## src/rtl/instr_loader.sv

```systemverilog
// Boot loader: assembles framed big-endian words from a byte stream into
// instruction memory and holds the core in reset until a checksum-clean load.
module instr_loader #(
  parameter int          ADDR_W = 6,
  parameter int unsigned WORDS  = 64
) (
  input  logic              clk,
  input  logic              rst,
  input  logic              start,
  input  logic              byte_valid,
  input  logic [7:0]        byte_data,
  output logic              byte_ready,
  output logic              im_we,
  output logic [ADDR_W-1:0] im_addr,
  output logic [31:0]       im_wdata,
  output logic              cpu_rst,
  output logic              done,
  output logic              err,
  output logic [ADDR_W:0]   word_count
);

  localparam int CW = ADDR_W + 1;

  typedef enum logic [2:0] {
    S_IDLE, S_LEN, S_DATA, S_WRITE, S_CHK, S_DONE, S_ERR
  } state_t;

  state_t        state, state_nx;
  logic          xfer, load_go, len_bad, last_word;
  logic [CW-1:0] n_words;
  logic [1:0]    byte_cnt;
  logic [7:0]    xor_acc;
  logic [31:0]   word_p0;
  logic [31:0]   word_nx;

  assign xfer      = byte_valid & byte_ready;
  assign load_go   = start && (state == S_IDLE || state == S_DONE || state == S_ERR);
  assign len_bad   = (byte_data == 8'd0) || (32'(byte_data) > WORDS);
  assign last_word = (word_count + CW'(1)) == n_words;
  assign word_nx   = {word_p0[23:0], byte_data};

  always_ff @(posedge clk) begin
    if (rst) state <= S_IDLE;
    else     state <= state_nx;
  end

  always_comb begin
    state_nx = state;
    case (state)
      S_IDLE:  if (start) state_nx = S_LEN;
      S_LEN:   if (xfer) state_nx = len_bad ? S_ERR : S_DATA;
      S_DATA:  if (xfer && byte_cnt == 2'd3) state_nx = S_WRITE;
      S_WRITE: state_nx = last_word ? S_CHK : S_DATA;
      S_CHK:   if (xfer) state_nx = (byte_data == xor_acc) ? S_DONE : S_ERR;
      S_DONE:  if (start) state_nx = S_LEN;
      S_ERR:   if (start) state_nx = S_LEN;
      default: state_nx = S_IDLE;
    endcase
  end

  // Outputs are registered from the next state so they line up with it.
  always_ff @(posedge clk) begin
    if (rst) begin
      byte_ready <= 1'b0;
      im_we      <= 1'b0;
      im_addr    <= '0;
      im_wdata   <= '0;
      cpu_rst    <= 1'b1;
      done       <= 1'b0;
      err        <= 1'b0;
      word_count <= '0;
      n_words    <= '0;
      byte_cnt   <= '0;
      xor_acc    <= '0;
    end else begin
      byte_ready <= (state_nx == S_LEN) || (state_nx == S_DATA) || (state_nx == S_CHK);
      im_we      <= (state_nx == S_WRITE);
      cpu_rst    <= (state_nx != S_DONE);
      done       <= (state_nx == S_DONE);
      err        <= (state_nx == S_ERR);
      if (load_go) begin
        word_count <= '0;
        byte_cnt   <= '0;
        xor_acc    <= '0;
      end
      if (state == S_LEN && xfer) n_words <= CW'(byte_data);
      if (state == S_DATA && xfer) begin
        xor_acc  <= xor_acc ^ byte_data;
        byte_cnt <= byte_cnt + 2'd1;
        if (byte_cnt == 2'd3) begin
          im_addr  <= word_count[ADDR_W-1:0];
          im_wdata <= word_nx;
        end
      end
      if (state == S_WRITE) word_count <= word_count + CW'(1);
    end
  end

  // Shift register is pure data; it is fully rewritten before every use.
  always_ff @(posedge clk) begin
    if (state == S_DATA && xfer) word_p0 <= word_nx;
  end

endmodule
```

## config.mk

```make
export PLATFORM = sky130hd
export DESIGN_NAME = instr_loader
export DESIGN_NICKNAME = d
export VERILOG_FILES = /design/src/rtl/instr_loader.sv
export SDC_FILE = /design/constraint.sdc
export NUM_CORES = 1
export LEC_CHECK = 0
export BUFFER_PORTS_ARGS = -buffer_cell sky130_fd_sc_hd__buf_4
export CORE_ASPECT_RATIO = 0.8
export CORE_UTILIZATION = 25
export DETAILED_ROUTE_END_ITERATION = 10
export PLACE_DENSITY = 0.51
export SLEW_MARGIN = 20
export SYNTH_ARGS = -nofsm -noshare
export SYNTH_HDL_FRONTEND = slang
export SYNTH_SLANG_ARGS = --single-unit
```

## constraint.sdc

```tcl
create_clock -name clk -period 2.1 [get_ports clk]
set_input_delay 0.315 -clock clk [delete_from_list [all_inputs] [get_ports clk]]
set_output_delay 0.315 -clock clk [all_outputs]
set_load 0.03 [all_outputs]
```

==> results.txt, run 1 <==
----------------------------------------------------
[Run status]
  Outcome ... finished clean

[Cells and area]
  Area Growth Syn to Fin ... 27.95%
  Fin area ... 4972 um2
  Multi-input gate area in the final layout ... 1644 um2
  Net total in the final layout ... 505
  Antenna diodes ... 0
  Fillcell total ... 1626
  Seq. cell area ... 2127 um2
  Share of layout cells above drive strength 1 ... 22.58%

[Drt]
  Number of detailed-routing iterations run before antenna repair ... 4
  Post-DR wirelength/cell ... 13.80 um
  Final antenna-violating net count ... 0
  Number of vias per cell after detailed routing ... 4.486
  Number of DRC violations after detailed-routing iteration 0 ... 180
  # DRC ... 0
  Post-Route WL ... 9744 um
  Detailed-route via count ... 3167

[Critical path]
  Critical R2R Launch ... word_count[0]
  Data required time of the worst path ... 2.38 ns
  CP Launch Point ... word_count[0]
  Worst EP arrival ... 2.24 ns
  Largest stage delay on the critical path ... 0.39 ns
  Category of the worst setup path launch point ... register
  Cell with the biggest individual delay on the critical path ... sky130_fd_sc_hd__dfxtp_4
  Kind of end point of the critical path ... register
  Largest delay share family, worst path ... compound AO/OA/AOI/OAI gates
  Number of buffers and inverters on the critical path ... 0
  Cell breakdown of the critical path ... ha_2 -> nand3_1 -> or3_1 -> a22oi_2 -> nand2_2 -> a311oi_4 -> o2bb2ai_1
  Reg2Reg Setup Slack ... 0.15 ns
  Critical path class ... reg -> reg
  Cells on worst reg2reg path ... 7
  Reg2reg end ... byte_ready
  Top fanout value on the critical path ... 8
  Worst path depth ... 7
  Worst setup path end ... byte_ready

[Timing]
  Max Clock Freq ... 511.8 MHz
  Final worst hold slack ... 0.2175 ns
  Final-report max-slew violation count ... 0
  Clock skew ... 0.007825 ns
  Final setup violation count ... 0
  Max_slew headroom ... 75.12%
  Unrepaired setup endpoints after global routing ... false
  Number of endpoints with negative hold slack in the final report ... 0
  Final Worst Setup Slack ... 0.1460 ns
  Final period utilization ... 93.05%
  Sum of negative setup slack ... 0 ns
  Minimum clock period ... 1.954 ns
  Transition at the pin with the smallest max-transition slack ... 0.3732 ns

[Power]
  Relative contribution of sequential cells to total power ... 48.9%
  Max IR drop VDD ... 0.0004294 V
  Total power after layout ... 0.003868 W
  Combinational power share ... 7.9%
  Cell-internal power ... 0.002911 W
  Power Dens Cells ... 777.9 nW/um2
  Power dissipated by switching net loads ... 0.0009569 W
  Static power due to leakage ... 1.810 nW
  Clock power share ... 43.2%
  Sw Share ... 24.74%

[GRT]
  Vias in the first global route ... 3072
  Largest net degree at the start of global routing ... 39
  Initial antenna violation count ... 0
  Global-route usage over all layers ... 12.61%
  Wire length of the first global-routing pass ... 15670 um
  Remaining Overflow, GRT ... 0

[Synth]
  Synth Warn # ... 0
  Post-synth design cell area ... 3886 um2
  Dominant cell type by area after synthesis ... sky130_fd_sc_hd__dfxtp_1
  Post-Synthesis Mean Instance Area ... 9.123 um2
  Count of distinct cell types in the synthesized netlist ... 54
  Nets in the synthesized netlist ... 440
  Cell types occupying the most area after synthesis ... sky130_fd_sc_hd__dfxtp_1, sky130_fd_sc_hd__edfxtp_1, sky130_fd_sc_hd__nand2_1
  Most used flip-flop cell after synthesis ... sky130_fd_sc_hd__dfxtp_1
  Proportion of synthesized chip area in sequential cells ... 54.60%
  Portion of synthesized cell area occupied by the leading cell type ... 36.06%
  Post-synthesis instance total ... 426
  Number of flip-flops and latches in the synthesized netlist ... 94
  Post-synth ARST share ... 0%
  Post-synth EDFFs ... 24

[Clock tree]
  H-tree Lvls ... 3
  Post-CTS repair timing setup buffer count ... 0
  Clock latency of the later-clocked register in the worst-skew pair ... 0.35 ns
  Inserted Clock Buffers ... 9
  Root buffer selected by CTS ... sky130_fd_sc_hd__clkbuf_16
  Buffers from clock root to sink, at most ... 2
  Clock edge transition at the registers on the reported setup and hold paths ... 0.07 ns
  Hold-fix buffers, CTS ... 0
  Clock tree from TritonCTS ... built
  Clock Sink Count ... 94

[Die]
  Area of the placeable core ... 15110 um2
  Ports ... 62
  Width of the chip ... 141.4 um
  Height of the die ... 113.5 um
  Row count ... 40
  Starting density of the core ... 25.71%
  Full die area ... 16050 um2

[Placement]
  Count of port buffers added during placement ... 61
  Post-place setup slack ... 0.1082 ns
  Placed wire-length estimate ... 7015 um
  Area after DPL ... 4644 um2
  Global placement routability congestion ... 0.8274

[Run]
  Maximum Capacitance Violations ... 0

[Worst hold path]
  Worst hold path type ... in -> reg

----------------------------------------------------
placed cells by master (no fill, tap or decap), types with 2 or more instances in the layout:
cell,instances
sky130_fd_sc_hd__edfxtp_1,24
sky130_fd_sc_hd__a21oi_1,65
sky130_fd_sc_hd__and3b_1,2
sky130_fd_sc_hd__nand4_1,4
sky130_fd_sc_hd__nand2_1,101
sky130_fd_sc_hd__buf_4,79
sky130_fd_sc_hd__nand3_2,3
sky130_fd_sc_hd__xor2_1,4
sky130_fd_sc_hd__o21bai_1,4
sky130_fd_sc_hd__o21ai_0,15
sky130_fd_sc_hd__inv_1,5
sky130_fd_sc_hd__and3_1,3
sky130_fd_sc_hd__clkbuf_16,10
sky130_fd_sc_hd__o221ai_1,3
sky130_fd_sc_hd__a22oi_1,2
sky130_fd_sc_hd__a31oi_1,3
sky130_fd_sc_hd__nor2b_1,3
sky130_fd_sc_hd__xnor2_1,13
sky130_fd_sc_hd__nand3b_1,10
sky130_fd_sc_hd__nor2_1,28
sky130_fd_sc_hd__or3_1,4
sky130_fd_sc_hd__a31o_2,2
sky130_fd_sc_hd__inv_6,2
sky130_fd_sc_hd__dfxtp_1,68
sky130_fd_sc_hd__nand3_1,3
per-layer routing:
layer / GRT usage (%) / routed length, um
met2: 19.37 / 4256
met1: 16.99 / 4958
met5: 0 / 0
met3: 3.862 / 427
met4: 3.871 / 101
worst reg2reg max path, stage by stage (launching register included):
cell and delay (ns):
sky130_fd_sc_hd__dfxtp_4 0.39, sky130_fd_sc_hd__ha_2 0.19, sky130_fd_sc_hd__nand3_1 0.13, sky130_fd_sc_hd__or3_1 0.36
sky130_fd_sc_hd__a22oi_2 0.22, sky130_fd_sc_hd__nand2_2 0.13, sky130_fd_sc_hd__a311oi_4 0.33, sky130_fd_sc_hd__o2bb2ai_1 0.15
cell type report:
type / instances / share of cell area (%)
Timing Repair Buffer: 80 / 12.33
Clock inverter: 5 / 0.8556
Tap cell: 210 / 5.284
Inverter: 5 / 0.3775
Clock buffer: 11 / 5.310
Multi-Input combinational cell: 301 / 33.06
Sequential cell: 94 / 42.78
worst min-delay path by stage:
stage                            start     endpoint  slack, ns  cells past startpoint
after floorplan           byte_data[0]   word_p0[0]       0.41                      0
after global placement     word_p0[14]  word_p0[22]       0.44                      0
after detailed placement   word_p0[11]  word_p0[19]       0.44                      0
after CTS                 byte_data[1]   word_p0[1]       0.20                      1
after global routing      byte_data[1]   word_p0[1]       0.21                      1
final                     byte_data[1]   word_p0[1]       0.22                      1
through the flow:
step / util (%) / instances
2_1_floorplan: - / 426
3_3_place_gp: 30.73 / 690
3_5_place_dp: 30.73 / 690
4_1_cts: 32.76 / 706
5_1_grt: 32.90 / 706
6_report: 32.90 / 706
power groups by stage:
stage,combinational [W],clock (W),sequential [W]
2_1_floorplan,0.000171,0,0.00194
3_3_place_gp,0.000295,0,0.00193
3_5_place_dp,0.000298,0,0.00193
4_1_cts,0.000300,0.00171,0.00189
5_1_grt,0.000332,0.00179,0.00189
6_report,0.000305,0.00167,0.00189
cell usage after synthesis (4+ instances only):
cell type	n
sky130_fd_sc_hd__nand4_1	4
sky130_fd_sc_hd__o21ai_0	15
sky130_fd_sc_hd__nand3b_1	10
sky130_fd_sc_hd__o21bai_1	4
sky130_fd_sc_hd__buf_2	9
sky130_fd_sc_hd__clkbuf_1	14
sky130_fd_sc_hd__inv_1	5
sky130_fd_sc_hd__nor2_1	28
sky130_fd_sc_hd__nand2_1	101
sky130_fd_sc_hd__or3_1	4
sky130_fd_sc_hd__xnor2_1	13
sky130_fd_sc_hd__edfxtp_1	24
sky130_fd_sc_hd__dfxtp_1	70
sky130_fd_sc_hd__xor2_1	4
sky130_fd_sc_hd__a21oi_1	65
repair_timing:
| action | in CTS | in global routing |
|---|---|---|
| endpoints found under the setup margin | 0 | 4 |
| resized for setup | 0 | 4 |
| endpoints found under the hold margin | 0 | 0 |
flip-flops by register name, indices dropped and copies added (netlist names):
name        cells
n_words         7
byte_ready      1
im_wdata       32
cpu_rst         1
im_we           1
word_count      7
im_addr         6
xor_acc         8
done            1
byte_cnt        2
err             1
state           3
word_p0        24
logic make-up (layout without fill, tap and decap cells):
logic type | after synthesis | after routing | synth area share [%]
flip-flops | 94 | 94 | 54.60
multiplexers | 1 | 1 | 0.2576
AND/OR/NAND/NOR | 174 | 174 | 20.96
AO/OA/AOI/OAI | 107 | 107 | 16.13
adder cells (fa/ha/maj) | 2 | 2 | 0.6438
buffers and inverters | 31 | 101 | 3.574
XOR/XNOR | 17 | 17 | 3.831
Power figures use the tool's default switching activity.
==> inputs of run 2 (changes only) <==
--- a/config.mk
+++ b/config.mk
@@ -7,9 +7,10 @@
 export LEC_CHECK = 0
 export BUFFER_PORTS_ARGS = -buffer_cell sky130_fd_sc_hd__buf_4
 export CORE_ASPECT_RATIO = 0.8
-export CORE_UTILIZATION = 25
+export CORE_UTILIZATION = 50
+export CTS_CLUSTER_DIAMETER = 80
 export DETAILED_ROUTE_END_ITERATION = 10
-export PLACE_DENSITY = 0.51
+export PLACE_DENSITY = 0.83
 export SLEW_MARGIN = 20
 export SYNTH_ARGS = -nofsm -noshare
 export SYNTH_HDL_FRONTEND = slang
==> run 2 against run 1 <==
  * Worst setup slack got worse by 0.046 ns
  * Wire length is 11% lower
  * Worst hold slack got worse by 0.027 ns
  * Non-clock buffer count fell by 2
  * Largest cell class unchanged
  * Cell count shrank 15%
  * First-iteration DRC count fell by 18%
  * Count of clock-buffer cells in the layout shrank 2
  * Fmax fell by 2.3%
  * Clock skew up 0.00093 ns
  * Clock power shrank 30%
  * Total power shrank 13%
  * Sequential cell count stayed put
==> results.txt, run 2 (synthesis gave the netlist of run 1 again) <==
----------------------------------------------------
[Clock tree]
  Clock edge transition at the registers on the reported setup and hold paths ... 0.10 ns (was 0.07 ns)
  Post-CTS repair timing setup buffer count ... 0 (unchanged)
  Clock latency of the later-clocked register in the worst-skew pair ... 0.36 ns (was 0.35 ns)
  Buffers from clock root to sink, at most ... 2 (unchanged)
  Root buffer selected by CTS ... sky130_fd_sc_hd__clkbuf_8 (was sky130_fd_sc_hd__clkbuf_16)
  Clock tree from TritonCTS ... built (unchanged)
  Inserted Clock Buffers ... 9 (unchanged)
  Clock Sink Count ... 94 (unchanged)
  H-tree Lvls ... 3 (unchanged)

[Run]
  Maximum Capacitance Violations ... 0 (unchanged)

[Cells and area]
  Biggest registers after layout ... im_wdata: 32 flops, word_p0: 24 flops, xor_acc: 8 flops (unchanged)
  Largest Register ... im_wdata (unchanged)
  Final Util ... 63.10% (was 32.90%)
  Net total in the final layout ... 503 (was 505)
  Fin area ... 4708 um2 (was 4972 um2)
  Share of layout cells above drive strength 1 ... 22.06% (was 22.58%)
  Area Growth Syn to Fin ... 21.15% (was 27.95%)
  Most common cell after layout, fill and taps aside ... sky130_fd_sc_hd__nand2_1 (unchanged)
  Number of flip-flops under the largest register name ... 32 (unchanged)
  Antenna diodes ... 0 (unchanged)
  Most frequent cells in the layout ... sky130_fd_sc_hd__nand2_1, sky130_fd_sc_hd__buf_4, sky130_fd_sc_hd__dfxtp_1, sky130_fd_sc_hd__a21oi_1, sky130_fd_sc_hd__nor2_1 (unchanged)

[Power]
  Max IR drop VDD ... 0.0004785 V (was 0.0004294 V)
  Combinational power share ... 8.8% (was 7.9%)
  Relative contribution of sequential cells to total power ... 56.4% (was 48.9%)
  Cell-internal power ... 0.002455 W (was 0.002911 W)
  Power dissipated by switching net loads ... 0.0009117 W (was 0.0009569 W)
  Clock power share ... 34.9% (was 43.2%)
  Sw Share ... 27.08% (was 24.74%)
  Power Dens Cells ... 715.1 nW/um2 (was 777.9 nW/um2)
  Static power due to leakage ... 1.750 nW (was 1.810 nW)

[Timing]
  Max_slew headroom ... 53.92% (was 75.12%)
  Final worst hold slack ... 0.1910 ns (was 0.2175 ns)
  Transition at the pin with the smallest max-transition slack ... 0.6913 ns (was 0.3732 ns)
  Final setup violation count ... 0 (unchanged)
  Final-report max-slew violation count ... 0 (unchanged)
  Clock skew ... 0.008758 ns (was 0.007825 ns)
  Minimum clock period ... 2.000 ns (was 1.954 ns)
  Sum of negative setup slack ... 0 ns (unchanged)
  Max Clock Freq ... 500.1 MHz (was 511.8 MHz)
  Number of endpoints with negative hold slack in the final report ... 0 (unchanged)
  Final period utilization ... 95.22% (was 93.05%)
  Unrepaired setup endpoints after global routing ... false (unchanged)
  Final Worst Setup Slack ... 0.1004 ns (was 0.1460 ns)

[Critical path]
  Reg2reg end ... byte_ready (unchanged)
  Number of buffers and inverters on the critical path ... 0 (unchanged)
  Worst EP arrival ... 2.29 ns (was 2.24 ns)
  CP Launch Point ... word_count[0] (unchanged)
  Cell with the biggest individual delay on the critical path ... sky130_fd_sc_hd__dfxtp_4 (unchanged)
  Largest stage delay on the critical path ... 0.40 ns (was 0.39 ns)
  Critical R2R Launch ... word_count[0] (unchanged)
  Worst path depth ... 7 (unchanged)
  Worst setup path end ... byte_ready (unchanged)
  Largest delay share family, worst path ... compound AO/OA/AOI/OAI gates (unchanged)
  Cell breakdown of the critical path ... ha_1 -> nand3_1 -> or3_1 -> a22oi_2 -> nand2_2 -> a311oi_4 -> o2bb2ai_1 (was ha_2 -> nand3_1 -> or3_1 -> a22oi_2 -> nand2_2 -> a311oi_4 -> o2bb2ai_1)
  Kind of end point of the critical path ... register (unchanged)
  Critical path class ... reg -> reg (unchanged)
  Cells on worst reg2reg path ... 7 (unchanged)
  Data required time of the worst path ... 2.39 ns (was 2.38 ns)
  Top fanout value on the critical path ... 8 (unchanged)
  Category of the worst setup path launch point ... register (unchanged)
  Reg2Reg Setup Slack ... 0.10 ns (was 0.15 ns)

[Drt]
  Final antenna-violating net count ... 0 (unchanged)
  Number of detailed-routing iterations run before antenna repair ... 4 (unchanged)
  Detailed-route via count ... 3294 (was 3167)
  Number of DRC violations after detailed-routing iteration 0 ... 148 (was 180)
  # DRC ... 0 (unchanged)
  Number of vias per cell after detailed routing ... 5.499 (was 4.486)
  Post-Route WL ... 8653 um (was 9744 um)
  Post-DR wirelength/cell ... 14.45 um (was 13.80 um)

[Die]
  Starting density of the core ... 52.08% (was 25.71%)
  Row count ... 28 (was 40)
  Ports ... 62 (unchanged)
  Height of the die ... 80.86 um (was 113.5 um)
  Full die area ... 8131 um2 (was 16050 um2)
  Width of the chip ... 100.6 um (was 141.4 um)
  Area of the placeable core ... 7462 um2 (was 15110 um2)

[GRT]
  Largest net degree at the start of global routing ... 64 (was 39)
  Wire length of the first global-routing pass ... 14260 um (was 15670 um)
  Vias in the first global route ... 2991 (was 3072)
  Remaining Overflow, GRT ... 0 (unchanged)
  Global-route usage over all layers ... 22.65% (was 12.61%)
  Initial antenna violation count ... 0 (unchanged)

[Worst hold path]
  Worst hold path type ... in -> reg (unchanged)
  Worst Min Path Start ... byte_data[0] (was byte_data[1])

[Placement]
  Post-place setup slack ... 0.1009 ns (was 0.1082 ns)
  Count of port buffers added during placement ... 61 (unchanged)
  Area after DPL ... 4486 um2 (was 4644 um2)
  Placed wire-length estimate ... 6038 um (was 7015 um)
  Global placement routability congestion ... 0.8496 (was 0.8274)

[Run status]
  Outcome ... finished clean (unchanged)

----------------------------------------------------
[run 2: cell type report]
cell class	count	area [um2]
fillers	632	2754
well taps	105	131.4
clock buffers	9	123.9
inverters	5	18.77
clock inverters	7	80.08
repair buffers	78	585.6
flip-flops and latches	94	2127
multi-input cells	301	1642
[run 2: through the flow]
stage          power [W]  cells
2_1_floorplan   0.002116    426
3_3_place_gp    0.002221    583
3_5_place_dp    0.002223    583
4_1_cts         0.003383    599
5_1_grt         0.003496    599
6_report        0.003367    599
[run 2: per-layer routing]
layer	wire length, um	track usage [%]	up-vias
li1	-	-	1595
met2	4005	35.89	123
met4	88	7.391	0
met1	3970	30.21	1563
met3	589	6.282	13
met5	0	0	-
[run 2: power by group through the flow]
| stage | Clock (W) | Combinational (W) | Sequential [W] |
|---|---|---|---|
| 6_report | 0.00117 | 0.000295 | 0.00190 |
| 3_5_place_dp | 0 | 0.000283 | 0.00194 |
| 4_1_cts | 0.00120 | 0.000285 | 0.00190 |
| 2_1_floorplan | 0 | 0.000171 | 0.00194 |
| 3_3_place_gp | 0 | 0.000281 | 0.00194 |
| 5_1_grt | 0.00127 | 0.000318 | 0.00190 |
[run 2: what timing repair did]
action | 4_1_cts | 5_1_grt
resized for setup | 0 | 3
hold buffers | 0 | 0
endpoints found under the setup margin | 0 | 1
hold endpoints to repair | 0 | 0
[run 2: worst min-delay path by stage]
stage | to | cells after the start
floorplan | word_p0[0] | 0
global placement | word_p0[12] | 0
detailed placement | word_p0[21] | 0
CTS | word_p0[0] | 1
global route | word_p0[0] | 1
finish | word_p0[0] | 1
==> inputs of run 3 (changes only) <==
--- a/config.mk
+++ b/config.mk
@@ -10,7 +10,7 @@
 export CORE_UTILIZATION = 50
 export CTS_CLUSTER_DIAMETER = 80
 export DETAILED_ROUTE_END_ITERATION = 10
-export PLACE_DENSITY = 0.83
+export PLACE_DENSITY = 0.75
 export SLEW_MARGIN = 20
 export SYNTH_ARGS = -nofsm -noshare
 export SYNTH_HDL_FRONTEND = slang
==> run 3 against run 2 <==
  * Sequential share of layout area is 0.13 points lower
  * Combinational power shrank 3%
  * First-iteration DRC count grew 36%
  * Wire length shrank 1.5%
  * Worst hold slack better by 0.0045 ns
  * Cell count shrank 0.17%
==> results.txt, run 3 (synthesis gave the netlist of run 1 again) <==
----------------------------------------------------
[Timing]
  Number of endpoints with negative hold slack in the final report ... 0 (unchanged)
  Sum of negative setup slack ... 0 ns (unchanged)
  Max Clock Freq ... 498.9 MHz (was 500.1 MHz)
  Transition at the pin with the smallest max-transition slack ... 0.6762 ns (was 0.6913 ns)
  Minimum clock period ... 2.004 ns (was 2.000 ns)
  Final-report max-slew violation count ... 0 (unchanged)
  Final period utilization ... 95.45% (was 95.22%)
  Unrepaired setup endpoints after global routing ... false (unchanged)
  Clock skew ... 0.006883 ns (was 0.008758 ns)
  Max_slew headroom ... 54.92% (was 53.92%)
  Final setup violation count ... 0 (unchanged)

[Clock tree]
  Clock edge transition at the registers on the reported setup and hold paths ... 0.10 ns (about the same)
  Clock latency of the later-clocked register in the worst-skew pair ... 0.36 ns (about the same)
  Clock tree from TritonCTS ... built (unchanged)
  Root buffer selected by CTS ... sky130_fd_sc_hd__clkbuf_8 (unchanged)
  Inserted Clock Buffers ... 9 (unchanged)
  Clock Sink Count ... 94 (unchanged)
  Buffers from clock root to sink, at most ... 2 (unchanged)
  H-tree Lvls ... 3 (unchanged)

[Critical path]
  Kind of end point of the critical path ... register (unchanged)
  Number of buffers and inverters on the critical path ... 0 (unchanged)
  Category of the worst setup path launch point ... register (unchanged)
  Data required time of the worst path ... 2.39 ns (about the same)
  Cell breakdown of the critical path ... ha_1 -> nand3_1 -> or3_1 -> a22oi_2 -> nand2_2 -> a311oi_4 -> o2bb2ai_1 (unchanged)
  Top fanout value on the critical path ... 8 (unchanged)
  Largest delay share family, worst path ... compound AO/OA/AOI/OAI gates (unchanged)
  Cell with the biggest individual delay on the critical path ... sky130_fd_sc_hd__dfxtp_4 (unchanged)
  Largest stage delay on the critical path ... 0.40 ns (about the same)
  Critical path class ... reg -> reg (unchanged)
  Worst EP arrival ... 2.30 ns (was 2.29 ns)

[Drt]
  Final antenna-violating net count ... 0 (unchanged)
  # DRC ... 0 (unchanged)
  Number of vias per cell after detailed routing ... 5.403 (was 5.499)
  Number of DRC violations after detailed-routing iteration 0 ... 201 (was 148)
  Post-DR wirelength/cell ... 14.25 um (was 14.45 um)
  Number of detailed-routing iterations run before antenna repair ... 4 (unchanged)
  Detailed-route via count ... 3231 (was 3294)
  Post-Route WL ... 8520 um (was 8653 um)

[Cells and area]
  Final Util ... 63.28% (was 63.10%)
  Biggest registers after layout ... im_wdata: 32 flops, word_p0: 24 flops, xor_acc: 8 flops (unchanged)
  Share of layout cells above drive strength 1 ... 21.50% (was 22.06%)
  Area Growth Syn to Fin ... 21.51% (was 21.15%)
  Most common cell after layout, fill and taps aside ... sky130_fd_sc_hd__nand2_1 (unchanged)
  Seq. cell area ... 2127 um2 (unchanged)
  Fillcell total ... 640 (was 632)
  Antenna diodes ... 0 (unchanged)
  Net total in the final layout ... 502 (was 503)
  Multi-input gate area in the final layout ... 1637 um2 (was 1642 um2)
  Fin area ... 4722 um2 (was 4708 um2)
  Largest Register ... im_wdata (unchanged)
  Non-filler cells, final ... 598 (was 599)
  Most frequent cells in the layout ... sky130_fd_sc_hd__nand2_1, sky130_fd_sc_hd__buf_4, sky130_fd_sc_hd__dfxtp_1, sky130_fd_sc_hd__a21oi_1, sky130_fd_sc_hd__nor2_1 (unchanged)
  Number of flip-flops under the largest register name ... 32 (unchanged)

[GRT]
  Met3 demand-to-capacity share in global routing ... 5.680% (was 6.282%)
  Remaining Overflow, GRT ... 0 (unchanged)
  Initial antenna violation count ... 0 (unchanged)
  Largest net degree at the start of global routing ... 64 (unchanged)
  GRT Max-Usage Layer ... met2 (unchanged)
  Wire length of the first global-routing pass ... 13920 um (was 14260 um)
  Vias in the first global route ... 2870 (was 2991)
  Global-route usage over all layers ... 21.98% (was 22.65%)
  Met2 capacity usage during global routing ... 33.70% (was 35.89%)
  Met1 layer usage reported by global route ... 30.79% (was 30.21%)

[Die]
  Height of the die ... 80.86 um (unchanged)
  Starting density of the core ... 52.08% (unchanged)
  Ports ... 62 (unchanged)
  Row count ... 28 (unchanged)
  Full die area ... 8131 um2 (unchanged)
  Area of the placeable core ... 7462 um2 (unchanged)
  Width of the chip ... 100.6 um (unchanged)

[Run]
  Maximum Capacitance Violations ... 0 (unchanged)

[Power]
  Max IR drop VDD ... 0.0004017 V (was 0.0004785 V)
  Static power due to leakage ... 1.755 nW (was 1.750 nW)
  Total power after layout ... 0.003423 W (was 0.003367 W)
  Power Dens Cells ... 724.8 nW/um2 (was 715.1 nW/um2)

[Placement]
  Count of port buffers added during placement ... 61 (unchanged)
  Area after DPL ... 4503 um2 (was 4486 um2)
  Global placement routability congestion ... 0.8429 (was 0.8496)
  Post-Place Cells ... 582 (was 583)
  Placed wire-length estimate ... 5740 um (was 6038 um)

[Run status]
  Outcome ... finished clean (unchanged)

[Worst hold path]
  Worst hold path type ... in -> reg (unchanged)

----------------------------------------------------
## run 3: area by class of cell
type	count	area share (%)
inverter	5	0.3975
clock inverter	7	1.722
tap	105	2.782
multi-input combinational	301	34.66
timing repair buffer	77	12.77
sequential	94	45.05
clock buffer	9	2.623
## run 3: final timing paths
path                               startpoint          end  slack [ns]  cells after the start
worst max-delay path            word_count[0]   byte_ready         0.1                      7
worst min-delay path             byte_data[0]   word_p0[0]        0.20                      1
worst max register to register  word_count[0]   byte_ready         0.1                      7
worst min register to register    word_p0[13]  word_p0[21]        0.46                      0
## run 3: repair_timing
action,4_1_cts,5_1_grt
hold buffers,0,0
buffers inserted,0,0
setup endpoints to repair,0,3
resized for setup,0,2
## run 3: power breakdown
group	internal [W]	switching (W)
Clock	0.000569	0.000667
Combinational	0.000112	0.000173
Sequential	0.00187	0.0000317
Total	0.00255	0.000872
## run 3: worst register-to-register path: cells and delay by family, from the launching register on
family          cells  cell delay [ns]
fa+ha+maj           1             0.18
simple gates        3             0.60
flops               1             0.40
compound gates      3             0.76
## run 3: per-stage QoR
| stage | hold slack [ns] | setup slack [ns] |
|---|---|---|
| final | 0.1955 | 0.09552 |
| after global routing | 0.1844 | 0.001718 |
| after global placement | 0.4316 | 0.1943 |
| after CTS | 0.1772 | 0.06485 |
| after detailed placement | 0.4338 | 0.09562 |
| after floorplan | 0.4139 | 0.07507 |
## run 3: per-layer routing
metal | share of wire, % | up-vias
met1 | 47 | 1524
met5 | 0 | -
met3 | 6.0 | 13
met2 | 46 | 104
met4 | 1.2 | 0
li1 | - | 1590
